==> src/rtl/lce_run_monitor.sv <==
// Run controller and end-of-test monitor: warm-up, cycle/instruction counting, end-of-run event
// arbitration with latched results, and sticky per-hart branch-suppression control.
module lce_run_monitor #(
  parameter int unsigned NUM_HARTS     = 1,
  parameter int unsigned CNT_W         = 32,
  parameter int unsigned PC_W          = 32,
  parameter int unsigned WARMUP_CYCLES = 2
) (
  input  logic                       clk_i,
  input  logic                       rst_ni,
  input  logic                       enable_i,
  input  logic [CNT_W-1:0]           max_cycles_i,
  input  logic                       lce_en_i,
  input  logic [CNT_W-1:0]           lce_delay_i,
  input  logic [NUM_HARTS-1:0]       instr_valid_i,
  input  logic [NUM_HARTS*PC_W-1:0]  pc_if_i,
  input  logic [NUM_HARTS-1:0]       alarm_i,
  input  logic                       tests_passed_i,
  input  logic                       tests_failed_i,
  input  logic                       exit_valid_i,
  input  logic [31:0]                exit_value_i,
  output logic [NUM_HARTS-1:0]       pc_set_block_o,
  output logic                       done_o,
  output logic [2:0]                 status_o,
  output logic [CNT_W-1:0]           final_cycle_o,
  output logic [PC_W-1:0]            final_pc_o,
  output logic [2:0]                 final_hart_o,
  output logic [31:0]                exit_code_o,
  output logic [NUM_HARTS*CNT_W-1:0] instr_count_o,
  output logic [CNT_W-1:0]           cycle_cnt_o
);

  localparam logic [1:0] StIdle   = 2'd0;
  localparam logic [1:0] StWarmup = 2'd1;
  localparam logic [1:0] StRun    = 2'd2;
  localparam logic [1:0] StDone   = 2'd3;

  localparam logic [2:0] StsNone    = 3'd0;
  localparam logic [2:0] StsPass    = 3'd1;
  localparam logic [2:0] StsFail    = 3'd2;
  localparam logic [2:0] StsExitOk  = 3'd3;
  localparam logic [2:0] StsExitErr = 3'd4;
  localparam logic [2:0] StsTimeout = 3'd5;
  localparam logic [2:0] StsAlarm   = 3'd6;

  localparam logic [7:0] WarmLast = 8'((WARMUP_CYCLES == 0) ? 0 : WARMUP_CYCLES - 1);

  logic [1:0]                 state_q, state_d;
  logic [7:0]                 warm_q, warm_d;
  logic [CNT_W-1:0]           cycle_q, cycle_d;
  logic [NUM_HARTS*CNT_W-1:0] instr_q, instr_d;
  logic                       done_q, done_d;
  logic [2:0]                 status_q, status_d;
  logic [CNT_W-1:0]           fcycle_q, fcycle_d;
  logic [PC_W-1:0]            fpc_q, fpc_d;
  logic [2:0]                 fhart_q, fhart_d;
  logic [31:0]                code_q, code_d;
  logic                       block_q, block_d;

  logic                       active, timeout, alarm_hit, ev_fire;
  logic [2:0]                 alarm_hart, ev_status, ev_hart;
  logic [PC_W-1:0]            ev_pc;

  assign active  = (state_q == StWarmup) || (state_q == StRun);
  assign timeout = (state_q == StRun) && (max_cycles_i != '0) && (cycle_q >= max_cycles_i);

  // Downward scan so the lowest alarming hart wins.
  always_comb begin
    alarm_hit  = 1'b0;
    alarm_hart = 3'd0;
    for (int h = int'(NUM_HARTS) - 1; h >= 0; h--) begin
      if (alarm_i[h]) begin
        alarm_hit  = 1'b1;
        alarm_hart = 3'(h);
      end
    end
  end

  always_comb begin
    ev_status = StsNone;
    if (alarm_hit)           ev_status = StsAlarm;
    else if (tests_failed_i) ev_status = StsFail;
    else if (tests_passed_i) ev_status = StsPass;
    else if (exit_valid_i)   ev_status = (exit_value_i == 32'd0) ? StsExitOk : StsExitErr;
    else if (timeout)        ev_status = StsTimeout;
  end

  assign ev_fire = active && (ev_status != StsNone);
  assign ev_hart = alarm_hit ? alarm_hart : 3'd0;

  always_comb begin
    ev_pc = '0;
    for (int h = 0; h < int'(NUM_HARTS); h++) begin
      if (ev_hart == 3'(h)) ev_pc = pc_if_i[h*PC_W +: PC_W];
    end
  end

  always_comb begin
    state_d  = state_q;
    warm_d   = warm_q;
    cycle_d  = cycle_q;
    done_d   = done_q;
    status_d = status_q;
    fcycle_d = fcycle_q;
    fpc_d    = fpc_q;
    fhart_d  = fhart_q;
    code_d   = code_q;
    unique case (state_q)
      StIdle: begin
        if (enable_i) begin
          state_d = (WARMUP_CYCLES == 0) ? StRun : StWarmup;
          warm_d  = 8'd0;
        end
      end
      StWarmup: begin
        if (ev_fire) begin
          state_d = StDone;
        end else if (warm_q == WarmLast) begin
          state_d = StRun;
        end else begin
          warm_d = warm_q + 8'd1;
        end
      end
      StRun: begin
        if (ev_fire) begin
          state_d = StDone;
        end else if (cycle_q != '1) begin
          cycle_d = cycle_q + 1'b1;
        end
      end
      default: ;
    endcase
    if (ev_fire) begin
      done_d   = 1'b1;
      status_d = ev_status;
      fcycle_d = cycle_q;
      fpc_d    = ev_pc;
      fhart_d  = ev_hart;
      code_d   = ((ev_status == StsExitOk) || (ev_status == StsExitErr)) ? exit_value_i : 32'd0;
    end
  end

  always_comb begin
    instr_d = instr_q;
    for (int h = 0; h < int'(NUM_HARTS); h++) begin
      if (active && instr_valid_i[h] && (instr_q[h*CNT_W +: CNT_W] != '1)) begin
        instr_d[h*CNT_W +: CNT_W] = instr_q[h*CNT_W +: CNT_W] + 1'b1;
      end
    end
  end

  // Sticky once set; only reset clears the suppression request.
  assign block_d = block_q | (lce_en_i && ((state_q == StRun) || (state_q == StDone)) &&
                              (cycle_q >= lce_delay_i));

  always_ff @(posedge clk_i or negedge rst_ni) begin
    if (!rst_ni) begin
      state_q  <= StIdle;
      warm_q   <= 8'd0;
      cycle_q  <= '0;
      instr_q  <= '0;
      done_q   <= 1'b0;
      status_q <= StsNone;
      fcycle_q <= '0;
      fpc_q    <= '0;
      fhart_q  <= 3'd0;
      code_q   <= 32'd0;
      block_q  <= 1'b0;
    end else begin
      state_q  <= state_d;
      warm_q   <= warm_d;
      cycle_q  <= cycle_d;
      instr_q  <= instr_d;
      done_q   <= done_d;
      status_q <= status_d;
      fcycle_q <= fcycle_d;
      fpc_q    <= fpc_d;
      fhart_q  <= fhart_d;
      code_q   <= code_d;
      block_q  <= block_d;
    end
  end

  assign pc_set_block_o = {NUM_HARTS{block_q}};
  assign done_o         = done_q;
  assign status_o       = status_q;
  assign final_cycle_o  = fcycle_q;
  assign final_pc_o     = fpc_q;
  assign final_hart_o   = fhart_q;
  assign exit_code_o    = code_q;
  assign instr_count_o  = instr_q;
  assign cycle_cnt_o    = cycle_q;

endmodule

==> config.mk <==
export PLATFORM = sky130hd
export DESIGN_NAME = lce_run_monitor
export DESIGN_NICKNAME = d
export VERILOG_FILES = /design/src/rtl/lce_run_monitor.sv
export SDC_FILE = /design/constraint.sdc
export NUM_CORES = 1
export LEC_CHECK = 0
export CAP_MARGIN = 25
export CORE_MARGIN = 4
export CORE_UTILIZATION = 42
export CTS_CLUSTER_DIAMETER = 100
export DETAILED_ROUTE_END_ITERATION = 10
export GPL_TIMING_DRIVEN = 1
export HOLD_SLACK_MARGIN = 0.03
export PLACE_DENSITY = 0.86
export SLEW_MARGIN = 20
export SYNTH_ARGS = -nofsm -noshare
export SYNTH_HDL_FRONTEND = slang
export SYNTH_SLANG_ARGS = --single-unit
==> constraint.sdc <==
create_clock -name clk_i -period 2.8 [get_ports clk_i]
set_clock_uncertainty 0.05 [all_clocks]
set_input_delay 0.84 -clock clk_i [delete_from_list [all_inputs] [get_ports clk_i]]
set_output_delay 0.84 -clock clk_i [all_outputs]
set_load 0.02 [all_outputs]
Word-level counts from Yosys, hierarchy flattened
Cells that the tools add are included.
{"block": "word_totals", "rom_bits": 0, "ram_bits": 0, "wordCells": 66, "input_bits": 137, "reg_bits": 175, "latch_bits": 0, "mem_count": 0}
{"block": "op_classes", "div": 0, "addsub": 3, "n_shift": 0, "n_bitwise": 2, "multipliers": 0, "n_lt_le_gt_ge": 2, "muxes": 17, "n_eq_ne": 13, "n_reduce_logical": 19}
{"op": "$add A32 B1 Y32 const B", "n": 2}
{"op": "$ge A32 B32 Y1", "n": 2}
{"op": "$ne A32 B32 Y1 const B", "n": 2}
{"op": "$logic_not A32 Y1", "n": 1}
{"op": "$mux W32", "n": 1}
{"op": "$reduce_bool A32 Y1", "n": 1}
{"op": "$mux W8", "n": 3}
{"op": "$mux W3", "n": 6}
{"op": "$pmux W8 S2", "n": 1}
{"op": "$add A8 B1 Y8 const B", "n": 1}
{"op": "$eq A8 B1 Y1 const B", "n": 1}
{"op": "$mux W2", "n": 4}
{"op": "$ne A2 B2 Y1 const B", "n": 4}
{"op": "$reduce_and A4 Y1", "n": 2}
{"op": "$logic_and A1 B1 Y1", "n": 7}
{"op": "$pmux W2 S3", "n": 1}
{"op": "$reduce_bool A3 Y1", "n": 2}
{"op": "$eq A2 B2 Y1 const B", "n": 2}
{"op": "$eq A3 B2 Y1 const B", "n": 1}
{"op": "$eq A3 B3 Y1 const B", "n": 1}
{"op": "$logic_or A1 B1 Y1", "n": 3}
{"op": "$ne A3 B2 Y1 const B", "n": 1}
{"op": "$reduce_and A3 Y1", "n": 1}
{"op": "$eq A2 B1 Y1 const B", "n": 1}
{"op": "other kinds (5)", "n": 5}

Logic depth before layout (Yosys ltp)
Gate-level depths: netlist of run 1.
{"block": "depth", "ltp_word": 12, "ltp_mapped": 12, "ltp_nobuf": 10}

Worst setup path before layout of run 1
Ideal clock, no wire load.
{"block": "synth_timing", "path_type": "input to register", "from": "input max_cycles_i[30]", "to": "register cycle_q[21], in the netlist cycle_cnt_o[21]", "required_ns": 2.612, "path_slack_ns": -0.324, "t_arrival_ns": 2.936, "stages": 10, "setup_time_ns": 0.138, "cell_sequence": "inv_1 > ha_1 > nand4_1 > nor4_1 > nand2_1 > o31ai_2 > o31a_1 > clkbuf_1 > nor4_1 > xor2_1"}
{"block": "synth_via", "elab_chain_len": 12, "elab_cells_between_ends": 13}
{"item": "from (decl)", "line": "12", "text": "input logic [CNT_W-1:0] max_cycles_i,"}
{"item": "branches (longest 2 deep; another with $ge A32 B32 Y1)"}
{"item": "$logic_and A1 B1 Y1 *", "line": "65", "text": "assign timeout = (state_q == StRun) && (max_cycles_i != '0) && (cycle_q >= max_cycles_i);"}
{"item": "$mux W3 *", "line": "85", "text": "else if (timeout) ev_status = StsTimeout;"}
{"item": "$mux W3 *", "line": "84", "text": "else if (exit_valid_i) ev_status = (exit_value_i == 32'd0) ? StsExitOk : StsExitErr;"}
{"item": "$mux W3 *", "line": "83", "text": "else if (tests_passed_i) ev_status = StsPass;"}
{"item": "$mux W3 *", "line": "82", "text": "else if (tests_failed_i) ev_status = StsFail;"}
{"item": "$mux W3 *", "line": "81", "text": "if (alarm_hit) ev_status = StsAlarm;"}
{"item": "$reduce_bool A3 Y1 *", "line": "88", "text": "assign ev_fire = active && (ev_status != StsNone);"}
{"item": "$logic_and A1 B1 Y1 *", "line": "88"}
{"item": "$not A1 Y1 (no source line) *"}
{"item": "$reduce_and A3 Y1 (no source line) *"}
{"item": "to (signal assigned)", "line": "172", "text": "cycle_q <= cycle_d;"}
{"item": "to (decl)", "line": "50", "text": "logic [CNT_W-1:0] cycle_q, cycle_d;"}
Mark *: on every way between the ends.
A chain may end at the register's enable or synchronous reset.

Worst setup path in the final report of run 1
{"block": "layout_timing", "from": "input max_cycles_i[19]", "to": "register cycle_q[25], in the netlist cycle_cnt_o[25]"}
The elaborated chain is that of the path after synthesis.

==> Flow_metrics.wiki, run 1 <==
{| class="wikitable"
! Metric !! Value
|-
| Vias per cell || 5.83
|-
| # setup viols final || 138
|-
| Number of remaining DRC errors || 0
|-
| Die boundary height || 157 um
|-
| Aggregate negative setup slack || -16.07 ns
|-
| Largest vdd supply drop || 0.405 mV
|-
| 1st-pass router iterations || 5
|-
| Post-route cell area || 15700 um2
|-
| Top-level I/O count || 305
|-
| Clock buffers created by TritonCTS || 17
|-
| Kind of end point of the critical path || register
|-
| Tightest Hold Check Type || in -> async
|-
| Worst slew margin relative to its limit || 53.4%
|-
| GRT Resource Usage Total || 27.8%
|-
| Most frequent cells after synthesis || sky130_fd_sc_hd__nand2_1, sky130_fd_sc_hd__dfrtp_1, sky130_fd_sc_hd__inv_1, sky130_fd_sc_hd__ha_1, sky130_fd_sc_hd__a22o_1
|-
| Filler cells || 1341
|-
| Largest net degree at the start of global routing || 49
|-
| CTS root buffer || sky130_fd_sc_hd__clkbuf_16
|-
| Initial core utilization || 42.6%
|-
| Area share of the leading cell type in the synthesized netlist || 47.3%
|-
| Proportion of synthesized chip area in sequential cells || 47.3%
|-
| TritonCTS clock tree || yes
|-
| Worst EP required || 3.08 ns
|-
| Routed wire length per instance || 22.4 um
|-
| Worst endpoint data arrival time || 3.34 ns
|-
| Sum of overflow across all layers after global routing || 0
|-
| Area of combinational cells with multiple inputs || 5610 um2
|-
| Final Non-Filler Cells || 1721
|-
| Worst setup slack after placement || -0.969 ns
|-
| Outcome || complete, but fails checks
|-
| Maximum clock rate || 327 MHz
|-
| DIE AREA || 24500 um2
|-
| Most frequent cell after synthesis || sky130_fd_sc_hd__nand2_1
|-
| Kind of start point of the critical path || primary input
|-
| H-tree depth reported by CTS || 4
|-
| Cell area after synthesis || 9270 um2
|-
| Netlist cell types || 56
|-
| Number of failing hold endpoints at the final stage || 0
|-
| Unrepaired setup endpoints after global routing || yes
|-
| Max-capacitance violation count || 0
|-
| Ratio of cells with drive above 1 in the final layout || 28.2%
|-
| Slew at the pin closest to its max-slew limit || 0.697 ns
|-
| Yosys Warn Count || 0
|-
| GPL Wtd Cong || 0.874
|-
| Number of global-route vias before repair || 10.3k
|-
| Total power divided by cell area || 348 nW/um2
|-
| Final critical-path setup slack || -0.255 ns
|-
| Count of state elements after synthesis || 175
|-
| Clock-pin slew of the registers on the worst-case setup and hold paths || 0.08 ns
|-
| Crit Path Max Fanout || 6
|-
| Post-Place Cell Area || 13800 um2
|-
| Number of placement rows || 54
|-
| Clock period minus final worst setup slack || 3.06 ns
|-
| Antenna violations before repair || 2
|-
| X dimension of the die || 157 um
|-
| Final layout net count || 1636
|-
| Post-route clock period utilization || 109%
|-
| Area of the core || 21800 um2
|-
| Mean area per synthesized cell || 9.36 um2
|-
| Count of vias placed by the detailed router || 10.0k
|-
| Async set or reset register ratio after synthesis || 100%
|-
| Cells after Synth || 990
|-
| Remaining number of nets flagged by the antenna check after routing || 0
|-
| Most used DFF post-synth || sky130_fd_sc_hd__dfrtp_1
|-
| Buffer depth of the longest clock path || 2
|-
| CTS Sinks || 175
|-
| Count of pins over their slew limit || 0
|-
| Wire length of the first global-routing pass || 54200 um
|-
| Total instance count after detailed placement || 1650
|-
| Largest area contributor in the synthesized netlist || sky130_fd_sc_hd__dfrtp_1
|-
| LEAKAGE || 7.15 nW
|-
| Failing checks || negative setup slack
|-
| Half-perimeter wire length after detailed placement || 22700 um
|-
| Sequential cell area || 4380 um2
|-
| Largest cells by area after synthesis || sky130_fd_sc_hd__dfrtp_1, sky130_fd_sc_hd__nand2_1, sky130_fd_sc_hd__ha_1, sky130_fd_sc_hd__a22o_1, sky130_fd_sc_hd__inv_1
|-
| Number of synthesized flops with an enable pin || 0
|-
| Layout area overhead || 69.7%
|-
| Crit Path Category || in -> reg
|-
| Post-layout total power || 5.48 mW
|-
| Total Routed Length || 38500 um
|-
| Clock Latency Late Sink || 0.44 ns
|-
| Iter 0 DRT Violations || 821
|-
| Number of I/O port buffers || 301
|}
## cell type report
type	count	share of cell area, %
Antenna cell	2	0.0318
Clock inverter	14	0.899
Timing Repair Buffer	451	28.5
Inverter	76	1.97
Multi-Input combinational cell	705	35.7
Sequential cell	175	27.9
Tap cell	280	2.23
Clock buffer	18	2.79
## report_power, final
| part | switching, mW | internal (mW) | leakage [nW] |
|---|---|---|---|
| Clock | 1.19 | 1.22 | 0.284 |
| Combinational | 0.262 | 0.280 | 4.59 |
| Sequential | 0.00166 | 2.53 | 2.27 |
| Total | 1.45 | 4.02 | 7.15 |
## critical path, stage by stage
cell	delay, ns
sky130_fd_sc_hd__dlygate4sd2_1	0.28
sky130_fd_sc_hd__nor4_1	0.37
sky130_fd_sc_hd__nand4_1	0.22
sky130_fd_sc_hd__o21ai_2	0.22
sky130_fd_sc_hd__buf_4	0.16
sky130_fd_sc_hd__o31ai_4	0.10
sky130_fd_sc_hd__o31a_4	0.31
sky130_fd_sc_hd__buf_12	0.15
sky130_fd_sc_hd__buf_8	0.13
sky130_fd_sc_hd__buf_12	0.12
sky130_fd_sc_hd__nor4_4	0.17
sky130_fd_sc_hd__xor2_1	0.26
## placed cells by master (no fill, tap or decap), types with 8 or more instances in the layout
cell,n
sky130_fd_sc_hd__nor3_4,8
sky130_fd_sc_hd__clkbuf_16,20
sky130_fd_sc_hd__xor2_1,28
sky130_fd_sc_hd__nor4_4,16
sky130_fd_sc_hd__inv_2,14
sky130_fd_sc_hd__buf_8,8
sky130_fd_sc_hd__nand2_4,12
sky130_fd_sc_hd__o21ai_0,11
sky130_fd_sc_hd__clkdlybuf4s15_1,19
sky130_fd_sc_hd__a21oi_1,15
sky130_fd_sc_hd__nor2_1,24
sky130_fd_sc_hd__a22o_1,33
sky130_fd_sc_hd__xnor2_1,30
sky130_fd_sc_hd__clkbuf_2,23
sky130_fd_sc_hd__buf_6,28
sky130_fd_sc_hd__dlygate4sd2_1,8
sky130_fd_sc_hd__ha_4,23
sky130_fd_sc_hd__nor3_1,15
sky130_fd_sc_hd__and3_1,15
sky130_fd_sc_hd__nand2_2,35
sky130_fd_sc_hd__dfrtp_1,172
sky130_fd_sc_hd__a21oi_2,11
sky130_fd_sc_hd__nand4_1,26
sky130_fd_sc_hd__buf_4,100
sky130_fd_sc_hd__buf_12,13
sky130_fd_sc_hd__nand2_1,203
sky130_fd_sc_hd__clkdlybuf4s50_1,231
sky130_fd_sc_hd__a21o_1,10
sky130_fd_sc_hd__inv_1,54
sky130_fd_sc_hd__nand3_1,31
sky130_fd_sc_hd__ha_1,49
## per-stage QoR
step / hold WS, ns / utilization, %
floorplan: 0.480 / -
detailed placement: 0.404 / 63.3
CTS: 0.303 / 69.6
global placement: 0.402 / 63.3
global route: 0.306 / 72.2
finish: 0.284 / 72.3
## registers in the layout (all words and copies together) (netlist names)
signal and flops:
exit_code_o 32, pc_set_block_o 1, final_cycle_o 32, status_o 3, final_pc_o 32, warm_q 8, done_o 1, instr_count_o 32
state_q 2, cycle_cnt_o 32
## final timing paths
check | from | slack, ns | cells after the start | end
worst min register to register | final_pc_o[2] | 0.43 | 2 | final_pc_o[2]
worst max register to register | cycle_cnt_o[0] | -0.24 | 13 | cycle_cnt_o[25]
worst max-delay path | max_cycles_i[19] | -0.26 | 12 | cycle_cnt_o[25]
max in group asynchronous | rst_ni | 1.70 | 2 | instr_count_o[11]
min in group clk_i | final_pc_o[2] | 0.43 | 2 | final_pc_o[2]
worst min-delay path | rst_ni | 0.28 | 1 | exit_code_o[30]
## kinds of logic (layout without fill, tap and decap cells)
family                   Yosys count  in the layout  synth area share [%]
AO/OA/AOI/OAI                    128            128                  10.1
XOR/XNOR                          60             60                  5.67
adder cells (fa/ha/maj)           73             73                  9.86
buffers and inverters            112            559                  4.78
flip-flops                       175            175                  47.3
multiplexers                       4              4                 0.473
other                              1              5                0.0405
AND/OR/NAND/NOR                  437            437                  21.8
## what timing repair did
action / 4_1_cts / 5_1_grt
resized for setup: 236 / 190
pin swaps: 59 / 90
hold buffers: 0 / 0
gates cloned: 7 / 3
setup buffers: 19 / 13
endpoints found under the setup margin: 143 / 142
## layer usage
layer	GRT usage [%]	vias up	share of wire [%]	routed length (um)
met5	0	-	0	0
met4	12.9	0	6.0	2300
met3	6.42	210	8.4	3220
met2	48.1	668	50	19200
met1	32.8	4865	36	13900
li1	-	4285	-	-
(Power assumes the default switching activity.)
==> run 2, diff against run 1 <==
Settings changed: CORE_MARGIN 4 to 1, CTS_CLUSTER_DIAMETER 100 to 60, CTS_CLUSTER_SIZE from default to 25.
==> run 2 against run 1 <==
The flow still finishes with violations (negative setup slack). Highest routed layer unchanged. Die area decreased by 7.5%. Fmax decreased by 1.4%. Largest cell class unchanged. Clock power about the same. Core utilization decreased by 0.23 points. Critical endpoint is now cycle_cnt_o[20]. First-iteration DRC count decreased by 28%. Worst setup slack got worse by 0.042 ns. Via count decreased by 3.5%. Final cell count decreased by 1.2%. Global-route usage increased by 0.62 points. Design area decreased by 2.2%. Non-clock buffer count decreased by 17.
==> Flow_metrics.wiki, run 2 (synthesis gave the netlist of run 1 again) <==
{| class="wikitable"
! Metric !! Value
|-
| Number of I/O port buffers || 301 (unchanged)
|-
| Failing checks || negative setup slack (unchanged)
|-
| Wire length of the first global-routing pass || 49500 um (was 54200 um)
|-
| Total power divided by cell area || 357 nW/um2 (was 348 nW/um2)
|-
| Post-route cell area || 15400 um2 (was 15700 um2)
|-
| GPL Wtd Cong || 0.880 (was 0.874)
|-
| Critical path destination || cycle_cnt_o[20] (was cycle_cnt_o[25])
|-
| Number of remaining DRC errors || 0 (unchanged)
|-
| Die boundary height || 151 um (was 157 um)
|-
| Net switching power || 1.47 mW (was 1.45 mW)
|-
| Crit Path Category || in -> reg (unchanged)
|-
| Number of cell instances on the worst register-to-register path || 12 (was 13)
|-
| Vias per cell || 5.70 (was 5.83)
|-
| Count of pins over their slew limit || 0 (unchanged)
|-
| Post-Place Cell Area || 13700 um2 (was 13800 um2)
|-
| Sum of overflow across all layers after global routing || 0 (unchanged)
|-
| Routed wire length per instance || 20.7 um (was 22.4 um)
|-
| Clock network fraction of design power || 44.6% (was 43.9%)
|-
| Worst slew margin relative to its limit || 52.1% (was 53.4%)
|-
| P_int || 4.02 mW (about the same)
|-
| Buffer depth of the longest clock path || 2 (unchanged)
|-
| Remaining number of nets flagged by the antenna check after routing || 0 (unchanged)
|-
| H-tree depth reported by CTS || 4 (unchanged)
|-
| Total instance count after detailed placement || 1635 (was 1650)
|-
| Source of the critical timing path || max_cycles_i[31] (was max_cycles_i[19])
|-
| Worst setup slack after placement || -0.991 ns (was -0.969 ns)
|-
| Worst EP required || 3.08 ns (about the same)
|-
| Kind of end point of the critical path || register (unchanged)
|-
| Maximum clock rate || 323 MHz (was 327 MHz)
|-
| Antenna violations before repair || 2 (unchanged)
|-
| Filler cells || 1421 (was 1341)
|-
| Utilization of the core after routing || 72.0% (was 72.3%)
|-
| DIE AREA || 22700 um2 (was 24500 um2)
|-
| Crit Path Max Fanout || 7 (was 6)
|-
| Layout area overhead || 66.0% (was 69.7%)
|-
| Iter 0 DRT Violations || 590 (was 821)
|-
| Switching Share || 26.8% (was 26.5%)
|-
| Largest net degree at the start of global routing || 59 (was 49)
|-
| Final critical-path setup slack || -0.297 ns (was -0.255 ns)
|-
| Worst R2R Setup Slack || -0.17 ns (was -0.24 ns)
|-
| Initial core utilization || 43.4% (was 42.6%)
|-
| Number of global-route vias before repair || 9570 (was 10.3k)
|-
| Post-route clock period utilization || 111% (was 109%)
|-
| Ratio of cells with drive above 1 in the final layout || 25.7% (was 28.2%)
|-
| Max-capacitance violation count || 0 (unchanged)
|-
| Part of the total power dissipated in combinational logic || 9.4% (was 9.9%)
|-
| CTS Sinks || 175 (unchanged)
|-
| Unrepaired setup endpoints after global routing || yes (unchanged)
|-
| Number of failing hold endpoints at the final stage || 0 (unchanged)
|-
| Count of vias placed by the detailed router || 9682 (was 10.0k)
|-
| Most frequent cells in the layout || sky130_fd_sc_hd__clkdlybuf4s50_1, sky130_fd_sc_hd__nand2_1, sky130_fd_sc_hd__dfrtp_1 (unchanged)
|-
| Final Non-Filler Cells || 1700 (was 1721)
|-
| Clock period minus final worst setup slack || 3.10 ns (was 3.06 ns)
|-
| GRT Resource Usage Total || 28.4% (was 27.8%)
|-
| Kind of start point of the critical path || primary input (unchanged)
|-
| Worst endpoint data arrival time || 3.37 ns (was 3.34 ns)
|-
| X dimension of the die || 151 um (was 157 um)
|-
| CTS root buffer || sky130_fd_sc_hd__clkbuf_16 (unchanged)
|-
| TritonCTS clock tree || yes (unchanged)
|-
| Area of the core || 21400 um2 (was 21800 um2)
|-
| Clock-pin slew of the registers on the worst-case setup and hold paths || 0.08 ns (about the same)
|-
| Tightest Hold Check Type || in -> async (unchanged)
|-
| 1st-pass router iterations || 7 (was 5)
|-
| Share of power burned in registers || 46.1% (was 46.2%)
|-
| Reg2Reg Capture Point || exit_code_o[1] (was cycle_cnt_o[25])
|-
| Slew at the pin closest to its max-slew limit || 0.717 ns (was 0.697 ns)
|-
| Half-perimeter wire length after detailed placement || 22100 um (was 22700 um)
|-
| Reg2Reg Launch Point || cycle_cnt_o[28] (was cycle_cnt_o[0])
|-
| # setup viols final || 142 (was 138)
|-
| Most common cell after layout, fill and taps aside || sky130_fd_sc_hd__clkdlybuf4s50_1 (unchanged)
|-
| Clock buffers created by TritonCTS || 17 (unchanged)
|-
| Largest vdd supply drop || 0.377 mV (was 0.405 mV)
|-
| LEAKAGE || 7.02 nW (was 7.15 nW)
|-
| Top-level I/O count || 305 (unchanged)
|-
| Outcome || complete, but fails checks (unchanged)
|-
| Final layout net count || 1619 (was 1636)
|-
| Total Routed Length || 35100 um (was 38500 um)
|-
| Number of placement rows || 53 (was 54)
|-
| Clock Latency Late Sink || 0.44 ns (about the same)
|}
[run 2: cell count changes in the layout (fill, tap and decap cells not counted), moves of 4 or more]
cell and delta:
sky130_fd_sc_hd__clkinv_8 +7, sky130_fd_sc_hd__nor3_4 -6, sky130_fd_sc_hd__a21oi_2 -5, sky130_fd_sc_hd__nand2_2 -6
sky130_fd_sc_hd__dlygate4sd2_1 +26, sky130_fd_sc_hd__clkdlybuf4s15_1 -17, sky130_fd_sc_hd__nand2_1 +11, sky130_fd_sc_hd__o21ai_1 -4
sky130_fd_sc_hd__nand2_4 -5, sky130_fd_sc_hd__nor3_1 +4, sky130_fd_sc_hd__buf_6 -12, sky130_fd_sc_hd__clkbuf_2 -8
[run 2: layout make-up]
class                   instances  area [um2]  share of cell area (%)
diodes                          3        7.51                  0.0488
clock buffers                  17         425                    2.77
clock inverters                15         196                    1.28
inverters                      76         305                    1.98
multi-input cells             705        5470                    35.6
flip-flops and latches        175        4380                    28.5
well taps                     275         344                    2.24
repair buffers                434        4250                    27.6
[run 2: through the flow]
step                      hold WS (ns)  total power, mW  TNS, ns
after floorplan                  0.480             2.70   -11.32
after global placement           0.397             3.02  -111.15
after detailed placement         0.408             3.03  -119.39
after CTS                        0.323             5.48    -2.33
after global routing             0.352             5.65   -33.70
final                            0.322             5.49   -18.03
[run 2: repair_timing]
item                                   CTS  global route
pin swaps                               73            75
hold buffers                             0             0
gates resized for setup                207           123
endpoints found under the hold margin    0             0
setup endpoints to repair              143           143
gates cloned                             4             5
buffers inserted                        10            12
[run 2: worst min path at each step]
stage	start	end	cells past startpoint
3_5_place_dp	pc_set_block_o	pc_set_block_o	1
3_3_place_gp	pc_set_block_o	pc_set_block_o	1
4_1_cts	rst_ni	exit_code_o[10]	1
6_report	rst_ni	exit_code_o[13]	1
5_1_grt	rst_ni	exit_code_o[13]	1
2_1_floorplan	warm_q[7]	warm_q[7]	1
[run 2: power by group through the flow]
| stage | registers (mW) | clock network, mW | logic [mW] |
|---|---|---|---|
| after floorplan | 2.58 | 0 | 0.122 |
| after global placement | 2.58 | 0 | 0.444 |
| after detailed placement | 2.58 | 0 | 0.457 |
| after CTS | 2.53 | 2.48 | 0.472 |
| after global routing | 2.53 | 2.57 | 0.556 |
| final | 2.53 | 2.44 | 0.515 |
[run 2: worst max-delay path: stages]
cell and delay (ns):
sky130_fd_sc_hd__buf_8 0.10, sky130_fd_sc_hd__buf_4 0.13, sky130_fd_sc_hd__nor4_2 0.42, sky130_fd_sc_hd__nand4_1 0.21
sky130_fd_sc_hd__o21ai_2 0.25, sky130_fd_sc_hd__buf_4 0.17, sky130_fd_sc_hd__o31ai_4 0.10, sky130_fd_sc_hd__buf_12 0.14
sky130_fd_sc_hd__o31ai_4 0.29, sky130_fd_sc_hd__clkbuf_16 0.25, sky130_fd_sc_hd__nand4_1 0.14, sky130_fd_sc_hd__mux2_4 0.32
[run 2: layer usage]
layer | routed length (um) | track usage, % | up-vias
li1 | - | - | 4243
met1 | 12900 | 33.0 | 4729
met2 | 17500 | 49.1 | 548
met3 | 2820 | 6.42 | 162
met4 | 1970 | 14.1 | 0
met5 | 0 | 0 | -
